==> src/rtl/ip4_rtl_pkg.sv <==
// Shared ip4 AXI widths, response/state enums and the INCR address step.
// Pure declarations; no logic or timing of its own.
package ip4_rtl_pkg;

    localparam int WID_AXI_ID     = 4;
    localparam int WID_AXI_DATA   = 32;
    localparam int WID_AXI_ADDR   = 32;
    localparam int BYTES_AXI_DATA = WID_AXI_DATA / 8;
    localparam int SIZE_MAX       = $clog2(BYTES_AXI_DATA);

    typedef enum logic [1:0] {
        OKAY   = 2'd0,
        EXOKAY = 2'd1,
        SLVERR = 2'd2,
        DECERR = 2'd3
    } axi_resp_e;

    typedef enum logic [1:0] {
        IDLE,
        DATA,
        RESP
    } wr_slv_st_e;

    // INCR step; wraps silently at 2^WID_AXI_ADDR, no 4KB boundary handling.
    function automatic logic [WID_AXI_ADDR-1:0] axi_next_addr(
        input logic [WID_AXI_ADDR-1:0] addr,
        input logic [2:0]              size
    );
        return addr + (WID_AXI_ADDR'(1) << size);
    endfunction

endpackage

==> src/rtl/ip4_axi_wr_slv_if.sv <==
// AXI3 write address/data/response channels between an ip4 master and slave.
interface ip4_axi_wr_slv_if;
    import ip4_rtl_pkg::*;

    logic [WID_AXI_ID-1:0]     awid;
    logic [WID_AXI_ADDR-1:0]   awaddr;
    logic [3:0]                awlen;
    logic [2:0]                awsize;
    logic                      awvalid;
    logic                      awready;

    logic [WID_AXI_ID-1:0]     wid;
    logic [WID_AXI_DATA-1:0]   wdata;
    logic [BYTES_AXI_DATA-1:0] wstrb;
    logic                      wlast;
    logic                      wvalid;
    logic                      wready;

    logic [WID_AXI_ID-1:0]     bid;
    logic [1:0]                bresp;
    logic                      bvalid;
    logic                      bready;

    modport master (
        output awid, awaddr, awlen, awsize, awvalid,
        input  awready,
        output wid, wdata, wstrb, wlast, wvalid,
        input  wready,
        input  bid, bresp, bvalid,
        output bready
    );

    modport slave (
        input  awid, awaddr, awlen, awsize, awvalid,
        output awready,
        input  wid, wdata, wstrb, wlast, wvalid,
        output wready,
        output bid, bresp, bvalid,
        input  bready
    );

endinterface

==> src/rtl/ip4_axi_wr_slv.sv <==
// AXI3 write slave: one INCR burst at a time, each beat becomes a wr_en one cycle after its w handshake.
// wready = ~wr_en | wr_ready (1-deep output reg); optional IP4_AXI_WID_CHECK_EN flags wid != awid as SLVERR.
module ip4_axi_wr_slv
    import ip4_rtl_pkg::*;
(
    input  logic                      clk,
    input  logic                      rst,
    ip4_axi_wr_slv_if.slave           axi,
    output logic                      wr_en,
    output logic [WID_AXI_ADDR-1:0]   wr_addr,
    output logic [WID_AXI_DATA-1:0]   wr_data,
    output logic [BYTES_AXI_DATA-1:0] wr_be,
    input  logic                      wr_ready
);

    wr_slv_st_e              state_q, state_d;
    logic [WID_AXI_ID-1:0]   id_q;
    logic [WID_AXI_ADDR-1:0] addr_q;
    logic [3:0]              len_q;
    logic [2:0]              size_q;
    logic [3:0]              cnt_q;
    logic                    err_q;
    logic                    sup_q;
    logic                    last_q;

    logic aw_hs, w_hs, retire, beat_last, size_bad, wid_bad;

    assign aw_hs     = axi.awvalid & axi.awready;
    assign w_hs      = axi.wvalid & axi.wready;
    assign retire    = ~wr_en | wr_ready;
    assign beat_last = (cnt_q == len_q);
    assign size_bad  = (axi.awsize > 3'(SIZE_MAX));

`ifdef IP4_AXI_WID_CHECK_EN
    assign wid_bad = (axi.wid != id_q);
`else
    logic unused_wid;
    assign unused_wid = ^axi.wid;
    assign wid_bad    = 1'b0;
`endif

    always_ff @(posedge clk) begin
        if (rst) state_q <= IDLE;
        else     state_q <= state_d;
    end

    always_comb begin
        state_d = state_q;
        case (state_q)
            IDLE:    if (aw_hs) state_d = DATA;
            // Leave only once the final beat's write has drained from the output register.
            DATA:    if (last_q && retire) state_d = RESP;
            RESP:    if (axi.bready) state_d = IDLE;
            default: state_d = IDLE;
        endcase
    end

    always_comb begin
        axi.awready = (state_q == IDLE) && !rst;
        axi.wready  = (state_q == DATA) && !last_q && retire;
        axi.bvalid  = (state_q == RESP);
        axi.bid     = id_q;
        axi.bresp   = err_q ? SLVERR : OKAY;
    end

    always_ff @(posedge clk) begin
        if (rst) begin
            id_q    <= '0;
            addr_q  <= '0;
            len_q   <= '0;
            size_q  <= '0;
            cnt_q   <= '0;
            err_q   <= 1'b0;
            sup_q   <= 1'b0;
            last_q  <= 1'b0;
            wr_en   <= 1'b0;
            wr_addr <= '0;
            wr_data <= '0;
            wr_be   <= '0;
        end else begin
            if (aw_hs) begin
                id_q   <= axi.awid;
                addr_q <= axi.awaddr;
                len_q  <= axi.awlen;
                size_q <= axi.awsize;
                cnt_q  <= '0;
                err_q  <= size_bad;
                sup_q  <= size_bad;
                last_q <= 1'b0;
            end
            if (w_hs) begin
                wr_addr <= addr_q;
                wr_data <= axi.wdata;
                wr_be   <= axi.wstrb;
                wr_en   <= ~(sup_q | wid_bad);
                addr_q  <= axi_next_addr(addr_q, size_q);
                cnt_q   <= cnt_q + 4'd1;
                last_q  <= beat_last;
                if (wid_bad)
                    sup_q <= 1'b1;
                // A misplaced wlast is only reported; the beat is still written.
                if (wid_bad || (axi.wlast != beat_last))
                    err_q <= 1'b1;
            end else if (wr_ready) begin
                wr_en <= 1'b0;
            end
        end
    end

endmodule

==> src/flat_wrapper.sv <==
// flat-port wrapper written by rule: the top's interface ports become plain ports
module ip4_axi_wr_slv_flat import ip4_rtl_pkg::*;
  (clk, rst, wr_en, wr_addr, wr_data, wr_be, wr_ready, axi_awid, axi_awaddr, axi_awlen, axi_awsize, axi_awvalid, axi_awready, axi_wid, axi_wdata, axi_wstrb, axi_wlast, axi_wvalid, axi_wready, axi_bid, axi_bresp, axi_bvalid, axi_bready);
  ip4_axi_wr_slv_if axi_i ();
  input  logic clk;
  input  logic rst;
  output logic wr_en;
  output logic [WID_AXI_ADDR-1:0] wr_addr;
  output logic [WID_AXI_DATA-1:0] wr_data;
  output logic [BYTES_AXI_DATA-1:0] wr_be;
  input  logic wr_ready;
  input wire logic [$bits(axi_i.awid)-1:0] axi_awid;
  input wire logic [$bits(axi_i.awaddr)-1:0] axi_awaddr;
  input wire logic [$bits(axi_i.awlen)-1:0] axi_awlen;
  input wire logic [$bits(axi_i.awsize)-1:0] axi_awsize;
  input wire logic [$bits(axi_i.awvalid)-1:0] axi_awvalid;
  output wire logic [$bits(axi_i.awready)-1:0] axi_awready;
  input wire logic [$bits(axi_i.wid)-1:0] axi_wid;
  input wire logic [$bits(axi_i.wdata)-1:0] axi_wdata;
  input wire logic [$bits(axi_i.wstrb)-1:0] axi_wstrb;
  input wire logic [$bits(axi_i.wlast)-1:0] axi_wlast;
  input wire logic [$bits(axi_i.wvalid)-1:0] axi_wvalid;
  output wire logic [$bits(axi_i.wready)-1:0] axi_wready;
  output wire logic [$bits(axi_i.bid)-1:0] axi_bid;
  output wire logic [$bits(axi_i.bresp)-1:0] axi_bresp;
  output wire logic [$bits(axi_i.bvalid)-1:0] axi_bvalid;
  input wire logic [$bits(axi_i.bready)-1:0] axi_bready;
  assign axi_i.awid = axi_awid;
  assign axi_i.awaddr = axi_awaddr;
  assign axi_i.awlen = axi_awlen;
  assign axi_i.awsize = axi_awsize;
  assign axi_i.awvalid = axi_awvalid;
  assign axi_awready = axi_i.awready;
  assign axi_i.wid = axi_wid;
  assign axi_i.wdata = axi_wdata;
  assign axi_i.wstrb = axi_wstrb;
  assign axi_i.wlast = axi_wlast;
  assign axi_i.wvalid = axi_wvalid;
  assign axi_wready = axi_i.wready;
  assign axi_bid = axi_i.bid;
  assign axi_bresp = axi_i.bresp;
  assign axi_bvalid = axi_i.bvalid;
  assign axi_i.bready = axi_bready;
  ip4_axi_wr_slv u_core (.clk(clk), .rst(rst), .axi(axi_i), .wr_en(wr_en), .wr_addr(wr_addr), .wr_data(wr_data), .wr_be(wr_be), .wr_ready(wr_ready));
endmodule
==> config.mk <==
export PLATFORM = sky130hd
export DESIGN_NAME = ip4_axi_wr_slv_flat
export DESIGN_NICKNAME = d
export VERILOG_FILES = /design/src/rtl/ip4_rtl_pkg.sv /design/src/rtl/ip4_axi_wr_slv_if.sv /design/src/rtl/ip4_axi_wr_slv.sv /design/src/flat_wrapper.sv
export SDC_FILE = /design/constraint.sdc
export NUM_CORES = 1
export LEC_CHECK = 0
export CAP_MARGIN = 20
export CORE_MARGIN = 2
export CORE_UTILIZATION = 50
export CTS_CLUSTER_DIAMETER = 40
export DETAILED_ROUTE_END_ITERATION = 16
export PLACE_DENSITY = 0.86
export RECOVER_POWER = 100
export SLEW_MARGIN = 20
export SYNTH_ARGS = -nofsm -noshare
export SYNTH_HDL_FRONTEND = slang
export SYNTH_SLANG_ARGS = --single-unit
==> constraint.sdc <==
create_clock -name clk -period 7.3 [get_ports clk]
set_clock_uncertainty 0.2 [all_clocks]
set_input_delay 1.46 -clock clk [delete_from_list [all_inputs] [get_ports clk]]
set_output_delay 1.46 -clock clk [all_outputs]
set_load 0.01 [all_outputs]
# Word level (Yosys, flattened, before mapping)
# Cells that the tools add are included.
[classes]
add_sub_neg = 2
n_lt_le_gt_ge = 1
eq_ne = 7
shifts = 1
n_mux = 16
n_bitwise = 5
reduce_logical = 10
[op_table]
columns = ["op", "count"]
rows = [
  ["32-bit 2-to-1 mux", 2],
  ["32-bit adder", 1],
  ["1-bit by 3-bit left shift with 32-bit output, first input constant", 1],
  ["2-bit 2-to-1 mux", 4],
  ["4-bit 2-to-1 mux", 2],
  ["1-bit 2-to-1 mux", 7],
  ["2-bit by 1-bit != test with 1-bit output, second input constant", 3],
  ["2-bit case mux with 3 select lines", 1],
  ["4-bit by 1-bit adder with 4-bit output, second input constant", 1],
  ["4-bit == test", 1],
  ["1-bit logical AND", 4],
  ["2-bit nonzero test", 2],
  ["3-bit by 2-bit greater-than comparator with 1-bit output, second input constant", 1],
  ["3-bit AND reduction", 1],
  ["1-bit AND", 2],
  ["2-bit by 1-bit == test with 1-bit output, second input constant", 1],
  ["2-bit == test, second input constant", 1],
  ["1-bit logical NOT", 2],
  ["2-bit logical NOT", 1],
  ["1-bit NOT", 2],
  ["1-bit != test", 1],
  ["1-bit bitwise OR", 1],
]
[totals]
regBits = 121
output_inout_bits = 78

# Longest topological paths before layout
# Gate-level depths: netlist of run 1.
[logic_depth]
depth_word = 6
mapped_depth = 11

# Worst setup path before layout of run 1
# No wires, ideal clock.
[synth_timing]
path_type = "input to output"
start = "in wr_ready"
end = "out axi_wready"
arrival_time_ns = 1.904
t_required_ns = 5.640
slack_ns = 3.736
path_stages = 2
path_buffers = 0
path_cell_list = "nor2b_1 nor3_2"
[synth_via]
elab_chain_cells = 2
[synth_rtl]
columns = ["element", "line", "source"]
rows = [
  ["from (decl)", "flat_wrapper.sv:11", "input logic wr_ready;"],
  ["1-bit bitwise OR", "ip4_axi_wr_slv.sv:30", "assign retire = ~wr_en | wr_ready;"],
  ["1-bit logical AND", "ip4_axi_wr_slv.sv:60", "axi.wready = (state_q == DATA) && !last_q && retire;"],
  ["to (decl)", "flat_wrapper.sv:23", "output wire logic [$bits(axi_i.wready)-1:0] axi_wready;"],
]
# No other way between the ends.

# Final worst setup path of run 1
[layout_timing]
start = "in wr_ready"
end = "reg u_core.addr_q[9]"
[layout_via]
elab_chain_cells = 4
[layout_rtl]
columns = ["element", "line", "source"]
rows = [
  ["1-bit bitwise OR (*)", "ip4_axi_wr_slv.sv:30", ""],
  ["1-bit logical AND (*)", "ip4_axi_wr_slv.sv:60", ""],
  ["1-bit AND (*)", "ip4_axi_wr_slv.sv:29", "assign w_hs = axi.wvalid & axi.wready;"],
  ["32-bit 2-to-1 mux / 2-bit nonzero test (equally long branches)", "--", ""],
  ["to (signal assigned)", "ip4_axi_wr_slv.sv:83", "addr_q <= axi.awaddr;"],
  ["to (signal assigned)", "ip4_axi_wr_slv.sv:96", "addr_q <= axi_next_addr(addr_q, size_q);"],
  ["to (decl)", "ip4_axi_wr_slv.sv:18", "logic [WID_AXI_ADDR-1:0] addr_q;"],
]
# Mark *: on every way between the ends. The rest lies on a longest branch, timed or not.
# A chain may end at the register's enable or synchronous reset.

==> results.json, run 1 <==
{
  "coreArea_um2": 10750,
  "drive_gt1_frac": 0.06386,
  "hold_viol_final": 0,
  "synth_area_leader_cell": "dfxtp_1",
  "power_density_nw_per_um2": 230.9,
  "drtAntennaViolNets": 0,
  "finalNonFillerCells": 970,
  "dp_hpwl_mm": 9.858,
  "crit_arrival_ns": 5.71,
  "drv_cap": 2,
  "grt_pass1_vias": 5138,
  "dieHeight_um": 108.6,
  "fillers": 841,
  "rows": 38,
  "ys_top_cells_by_area": "dfxtp_1 44%, nand2_1 14%, a21oi_1 8.6%",
  "area_growth_pct": 39.41,
  "yosysTopAreaCellShare": 0.4425,
  "placedCellCount": 938,
  "antenna_found_initial": 0,
  "setup_ws_ns": 1.809,
  "tightest_slew_ns": 3.148,
  "combinationalPowerShare": 0.119,
  "max_freq_mhz": 182.1,
  "firstDrtPassIters": 5,
  "synth_flop_cell": "dfxtp_1",
  "cts_tree": "built",
  "r2r_slack_ns": 2.64,
  "synth_area_um2": 5474,
  "grt.overflow.total": 0,
  "start_util": 0.5094,
  "cp.required_ns": 7.52,
  "multi_input_area_um2": 2779,
  "whs_ns": 0.2495,
  "ys_ff_latch": 121,
  "ys_seq_area_frac": 0.4425,
  "htree_levels": 4,
  "holdCritPathClass": "reg2reg",
  "yosysWarnings": 0,
  "grt_pass1_wl_mm": 24.10,
  "async_reset_ff_frac": 0,
  "final.min_clock_period_ns": 5.491,
  "critPathKind": "in2reg",
  "root_buffer": "clkbuf_8",
  "cts_sinks": 121,
  "dp_slack_ns": 2.711,
  "final-max-slew-violation-count": 144,
  "clk_pin_slew_ns": 0.05,
  "clkPwrFrac": 0.472,
  "routed_wl_mm": 15.31,
  "ioPinCount": 168,
  "synth_cells": 683,
  "via_count": 5365,
  "grt_usage": 0.2561,
  "first_iter_violations": 406,
  "clock_latency_ns": 0.52,
  "synth-edff-count": 0,
  "grt_max_degree": 123,
  "setup_viol": 0,
  "switching_power_w": 0.0004295,
  "gp_congestion": 0.8551,
  "postCtsSetupBuffers": 0,
  "synth_cell_types": 57,
  "p_int_w": 0.001333,
  "n_antenna_cell": 0,
  "viasPerCell": 5.531,
  "max-slew-margin-rel": -1.104,
  "cp-start-kind": "input port",
  "path_max_fanout": 93,
  "synth.most_common_cell": "nand2_1",
  "wire_per_inst_um": 15.78,
  "ir_drop_uv": 185.6,
  "port_buffers": 162,
  "p_leak_nw": 2.957,
  "die-width_um": 108.6,
  "finalPower_w": 0.001762,
  "drc": 0,
  "fin_setup_tns_ns": 0,
  "fin_crit_sh": 0.7522,
  "nNetsFinal": 917,
  "pwr-share-seq": 0.410,
  "cts_buffer_depth": 2,
  "numCtsBuffers": 17,
  "cts_resized": 0,
  "dieArea_um2": 11800,
  "syn_area_per_cell_um2": 8.015,
  "synth_common_cells": "206 x nand2_1, 121 x dfxtp_1, 94 x a21oi_1",
  "rsz0062_at_grt": "false",
  "syn-num-nets": 783,
  "register_area_um2": 2422,
  "endpoint_kind": "flop",
  "status": "finished with violations",
  "violations": "capacitance limit, slew limit",
  "holdBufCountCts": 0,
  "p_sw_frac": 0.2438
}
==> per-layer routing <==
metal	share of wire	vias up	global-route usage
met1	0.42	2533	0.3170
met5	0	-	0
met4	0.023	0	0.1108
met2	0.51	170	0.4299
met3	0.053	35	0.05499
li1	-	2627	-
==> per-stage QoR <==
step           instance area (um^2)    util
4_1_cts                        7642  0.7112
2_1_floorplan                  5474       -
5_1_grt                        7631  0.7102
6_report                       7631  0.7102
3_3_place_gp                   7048  0.6559
3_5_place_dp                   7048  0.6559
==> logic make-up after synthesis <==
| logic type | Yosys count | share of synthesized area |
|---|---|---|
| AOI/OAI and AO/OA | 167 | 0.1922 |
| and+or+nand+nor | 306 | 0.2533 |
| adders and majority gates | 10 | 0.02423 |
| DFF | 121 | 0.4425 |
| buffers and inverters | 54 | 0.04868 |
| other | 1 | 0.0006851 |
| xor gates and xnor gates | 24 | 0.03840 |
==> state kept, by name (all words and copies together) (netlist names) <==
register        flops
u_core.wr_en        1
u_core.wr_data     32
u_core.len_q        4
u_core.wr_addr     32
u_core.axi.bid      4
u_core.state_q      2
u_core.last_q       1
u_core.size_q       3
u_core.sup_q        1
u_core.cnt_q        4
u_core.addr_q      32
u_core.err_q        1
u_core.wr_be        4
==> power by group through the flow <==
stage | combinational, W | sequential, W | clock (W)
global route | 0.000228 | 0.000726 | 0.000871
floorplan | 0.000115 | 0.000732 | 0
CTS | 0.000215 | 0.000722 | 0.000838
detailed placement | 0.000212 | 0.000735 | 0
finish | 0.000209 | 0.000722 | 0.000831
global placement | 0.000207 | 0.000733 | 0
==> critical path, stage by stage <==
cell and delay [ns]:
dlygate4sd3_1 0.52, nor2b_1 0.11, nor3_1 0.28, nand2_1 1.79, a21oi_4 1.02, a221oi_1 0.20
a311oi_1 0.28
==> path summary, 6_finish.rpt <==
| kind | cells after the start | startpoint | endpoint |
|---|---|---|---|
| max reg2reg | 6 | u_core.state_q[1]$_SDFFE_PP0P_ | u_core.addr_q[15]$_SDFFE_PP0P_ |
| max | 7 | wr_ready | u_core.addr_q[9]$_SDFFE_PP0P_ |
| min | 2 | u_core.wr_addr[26]$_SDFFE_PP0P_ | u_core.wr_addr[26]$_SDFFE_PP0P_ |
| min reg2reg | 2 | u_core.wr_addr[26]$_SDFFE_PP0P_ | u_core.wr_addr[26]$_SDFFE_PP0P_ |
==> layout make-up <==
type,instances,share of cell area
tap,140,0.02295
clock buffer,20,0.05837
sequential,121,0.3174
clock inverter,12,0.01951
inverter,4,0.001968
timing repair buffer,165,0.2156
multi-input combinational,508,0.3642
==> layout by cell type, fill, tap and decap left out, types with 3 or more instances in the layout <==
cell type / count
a211oi_1: 11
nor3b_1: 5
clkbuf_8: 3
nand4_1: 6
inv_1: 4
nor4_1: 3
nor3_1: 14
dfxtp_1: 121
clkbuf_16: 16
nor2b_1: 6
nand3b_1: 11
o211ai_1: 3
xnor2_1: 16
a22oi_1: 14
ha_1: 9
a31oi_1: 6
a31o_2: 6
nand2b_1: 4
buf_4: 3
a311oi_1: 4
clkinvlp_4: 4
and3_1: 10
a21oi_1: 94
dlygate4sd3_1: 78
clkdlybuf4s50_1: 83
o21ai_0: 5
clkinv_2: 4
o22ai_1: 7
nand2_1: 206
xor2_1: 8
bufinv_16: 3
nor2_1: 22
nand3_1: 7
Note: power is estimated with default switching activity, not from simulation.
==> run 2: changes to the inputs <==
--- a/config.mk
+++ b/config.mk
@@ -7,10 +7,10 @@
 export LEC_CHECK = 0
 export CAP_MARGIN = 20
 export CORE_MARGIN = 2
-export CORE_UTILIZATION = 50
+export CORE_UTILIZATION = 47
 export CTS_CLUSTER_DIAMETER = 40
 export DETAILED_ROUTE_END_ITERATION = 16
-export PLACE_DENSITY = 0.86
+export PLACE_DENSITY = 0.81
 export RECOVER_POWER = 100
 export SLEW_MARGIN = 20
 export SYNTH_ARGS = -nofsm -noshare
==> constraint.sdc (replaced) <==
create_clock -name clk -period 5.1 [get_ports clk]
set_clock_uncertainty 0.2 [all_clocks]
set_input_delay 1.02 -clock clk [delete_from_list [all_inputs] [get_ports clk]]
set_output_delay 1.02 -clock clk [all_outputs]
set_load 0.01 [all_outputs]
==> results.json, run 2 (same netlist as run 1, synthesis figures left out) <==
{
  "p_leak_nw": 2.965,
  "antenna_found_initial": 0,
  "cts_buffer_depth": 2,
  "path_max_fanout": 93,
  "layout_commonest_cell": "nand2_1",
  "finalPower_w": 0.002517,
  "max_freq_mhz": 248.7,
  "via_count": 5371,
  "tightest_slew_ns": 1.781,
  "drc": 0,
  "htree_levels": 4,
  "reg_top3": "u_core.addr_q: 32 flops, u_core.wr_addr: 32 flops, u_core.wr_data: 32 flops",
  "firstDrtPassIters": 5,
  "grt_pass1_wl_mm": 24.85,
  "ir_drop_uv": 170.0,
  "holdPathStages": 2,
  "drive_gt1_frac": 0.06483,
  "gp_congestion": 0.8581,
  "wire_per_inst_um": 15.56,
  "cp.required_ns": 5.18,
  "grt_pass1_vias": 5199,
  "nNetsFinal": 920,
  "grt_usage": 0.2427,
  "postCtsSetupBuffers": 0,
  "hp-start": "u_core.wr_addr[14]$_SDFFE_PP0P_",
  "ioPinCount": 168,
  "timing.rr.start": "u_core.state_q[0]$_SDFFE_PP0P_",
  "fin_crit_sh": 0.7883,
  "final-max-slew-violation-count": 185,
  "die-width_um": 111.9,
  "clock_latency_ns": 0.41,
  "cp-start-kind": "input port",
  "grt_max_degree": 94,
  "grt.overflow.total": 0,
  "max-slew-margin-rel": -0.1914,
  "dieArea_um2": 12530,
  "violations": "capacitance limit, slew limit",
  "viasPerCell": 5.503,
  "combinationalPowerShare": 0.119,
  "first_iter_violations": 373,
  "rr_endpoint": "u_core.addr_q[15]$_SDFFE_PP0P_",
  "numCtsBuffers": 17,
  "pwr-share-seq": 0.410,
  "drv_cap": 2,
  "status": "finished with violations",
  "hold_viol_final": 0,
  "holdBufCountCts": 0,
  "busiest_layer": "met2",
  "rr_worst_depth": 7,
  "start_util": 0.4815,
  "setup_viol": 0,
  "coreArea_um2": 11370,
  "mostFrequentLayoutCells": "205 x nand2_1, 121 x dfxtp_1, 94 x a21oi_1",
  "clkPwrFrac": 0.471,
  "critPathMaxStageDelay_ns": 1.01,
  "cp_slowest_cell": "nand2_2",
  "grtUsageMet1": 0.3044,
  "min_to": "u_core.wr_addr[14]$_SDFFE_PP0P_",
  "stdcell_area_um2": 7632,
  "met2_usage": 0.4089,
  "cts_sinks": 121,
  "final.min_clock_period_ns": 4.021,
  "dp_hpwl_mm": 10.13,
  "fin_setup_tns_ns": 0,
  "crit_arrival_ns": 4.10,
  "rows": 39,
  "endpoint_kind": "flop",
  "drtAntennaViolNets": 0,
  "root_buffer": "clkbuf_16",
  "routed_wl_mm": 15.19,
  "placed_area_um2": 7074,
  "crit_chain": "dlygate4sd3_1, nor2b_1, nor3_1, nand2_2, a21oi_4, a221oi_1, a311oi_1",
  "p_int_w": 0.001901,
  "p_sw_frac": 0.2447,
  "rsz0062_at_grt": "false",
  "cts_resized": 0,
  "n_antenna_cell": 0,
  "grt_util_met3": 0.04300,
  "critPathKind": "in2reg",
  "clk_pin_slew_ns": 0.05,
  "fillers": 955,
  "area_growth_pct": 39.43,
  "r2r_slack_ns": 1.58,
  "cts_tree": "built",
  "port_buffers": 162,
  "dieHeight_um": 111.9,
  "holdCritPathClass": "reg2reg",
  "switching_power_w": 0.0006159,
  "power_density_nw_per_um2": 329.8
}
-- run 2: changes by cell type in the layout (fill, tap and decap cells not counted), sizes merged --
cell,previous run,this run
clkinv,5,8
clkbuf,20,21
clkinvlp,4,3
-- run 2: area by class of cell --
class / instances / area [um^2] / area share
Tap cell: 143 / 178.9 / 0.02344
Sequential cell: 121 / 2422 / 0.3174
Timing Repair Buffer: 168 / 1654 / 0.2167
Clock inverter: 14 / 156.4 / 0.02049
Clock buffer: 18 / 429.2 / 0.05623
Multi-Input combinational cell: 508 / 2776 / 0.3638
Inverter: 4 / 15.01 / 0.001967
-- run 2: worst max-delay path by stage --
| stage | start | end | slack (ns) | depth (start not counted) |
|---|---|---|---|---|
| after floorplan | u_core.size_q[2]$_SDFFE_PP0P_ | u_core.addr_q[12]$_SDFFE_PP0P_ | 2.39 | 11 |
| after global placement | wr_ready | axi_wready | 1.43 | 4 |
| after detailed placement | wr_ready | axi_wready | 1.42 | 4 |
| after CTS | wr_ready | axi_wready | 1.41 | 4 |
| after global routing | rst | u_core.addr_q[15]$_SDFFE_PP0P_ | 0.73 | 8 |
| final | wr_ready | u_core.addr_q[11]$_SDFFE_PP0P_ | 1.08 | 7 |
-- run 2: per-layer routing --
metal	routed length, um	vias to the layer above	share of wire
met5	0	-	0
met4	361	0	0.024
met3	794	29	0.052
met2	7607	173	0.50
met1	6424	2541	0.42
li1	-	2628	-
-- run 2: power groups by stage --
stage | logic, W | registers [W] | clock network (W)
global route | 0.000329 | 0.00104 | 0.00125
CTS | 0.000310 | 0.00103 | 0.00120
global placement | 0.000299 | 0.00105 | 0
finish | 0.000299 | 0.00103 | 0.00119
detailed placement | 0.000308 | 0.00105 | 0
floorplan | 0.000164 | 0.00105 | 0
-- run 2: metrics by stage --
step / utilization / hold WS, ns / setup slack [ns] / std cells
floorplan: - / 0.2494 / 2.393 / 683
global placement: 0.6222 / 0.2405 / 1.427 / 944
detailed placement: 0.6222 / 0.2463 / 1.418 / 944
CTS: 0.6737 / 0.2540 / 1.412 / 976
global route: 0.6713 / 0.2686 / 0.7261 / 976
finish: 0.6713 / 0.2475 / 1.079 / 976
-- run 2: critical path, delay by kind of cell --
family	cells	cell delay, ns
buffers and inverters	1	0.52
AND/OR/NAND/NOR	3	1.41
AO/OA/AOI/OAI	3	1.10
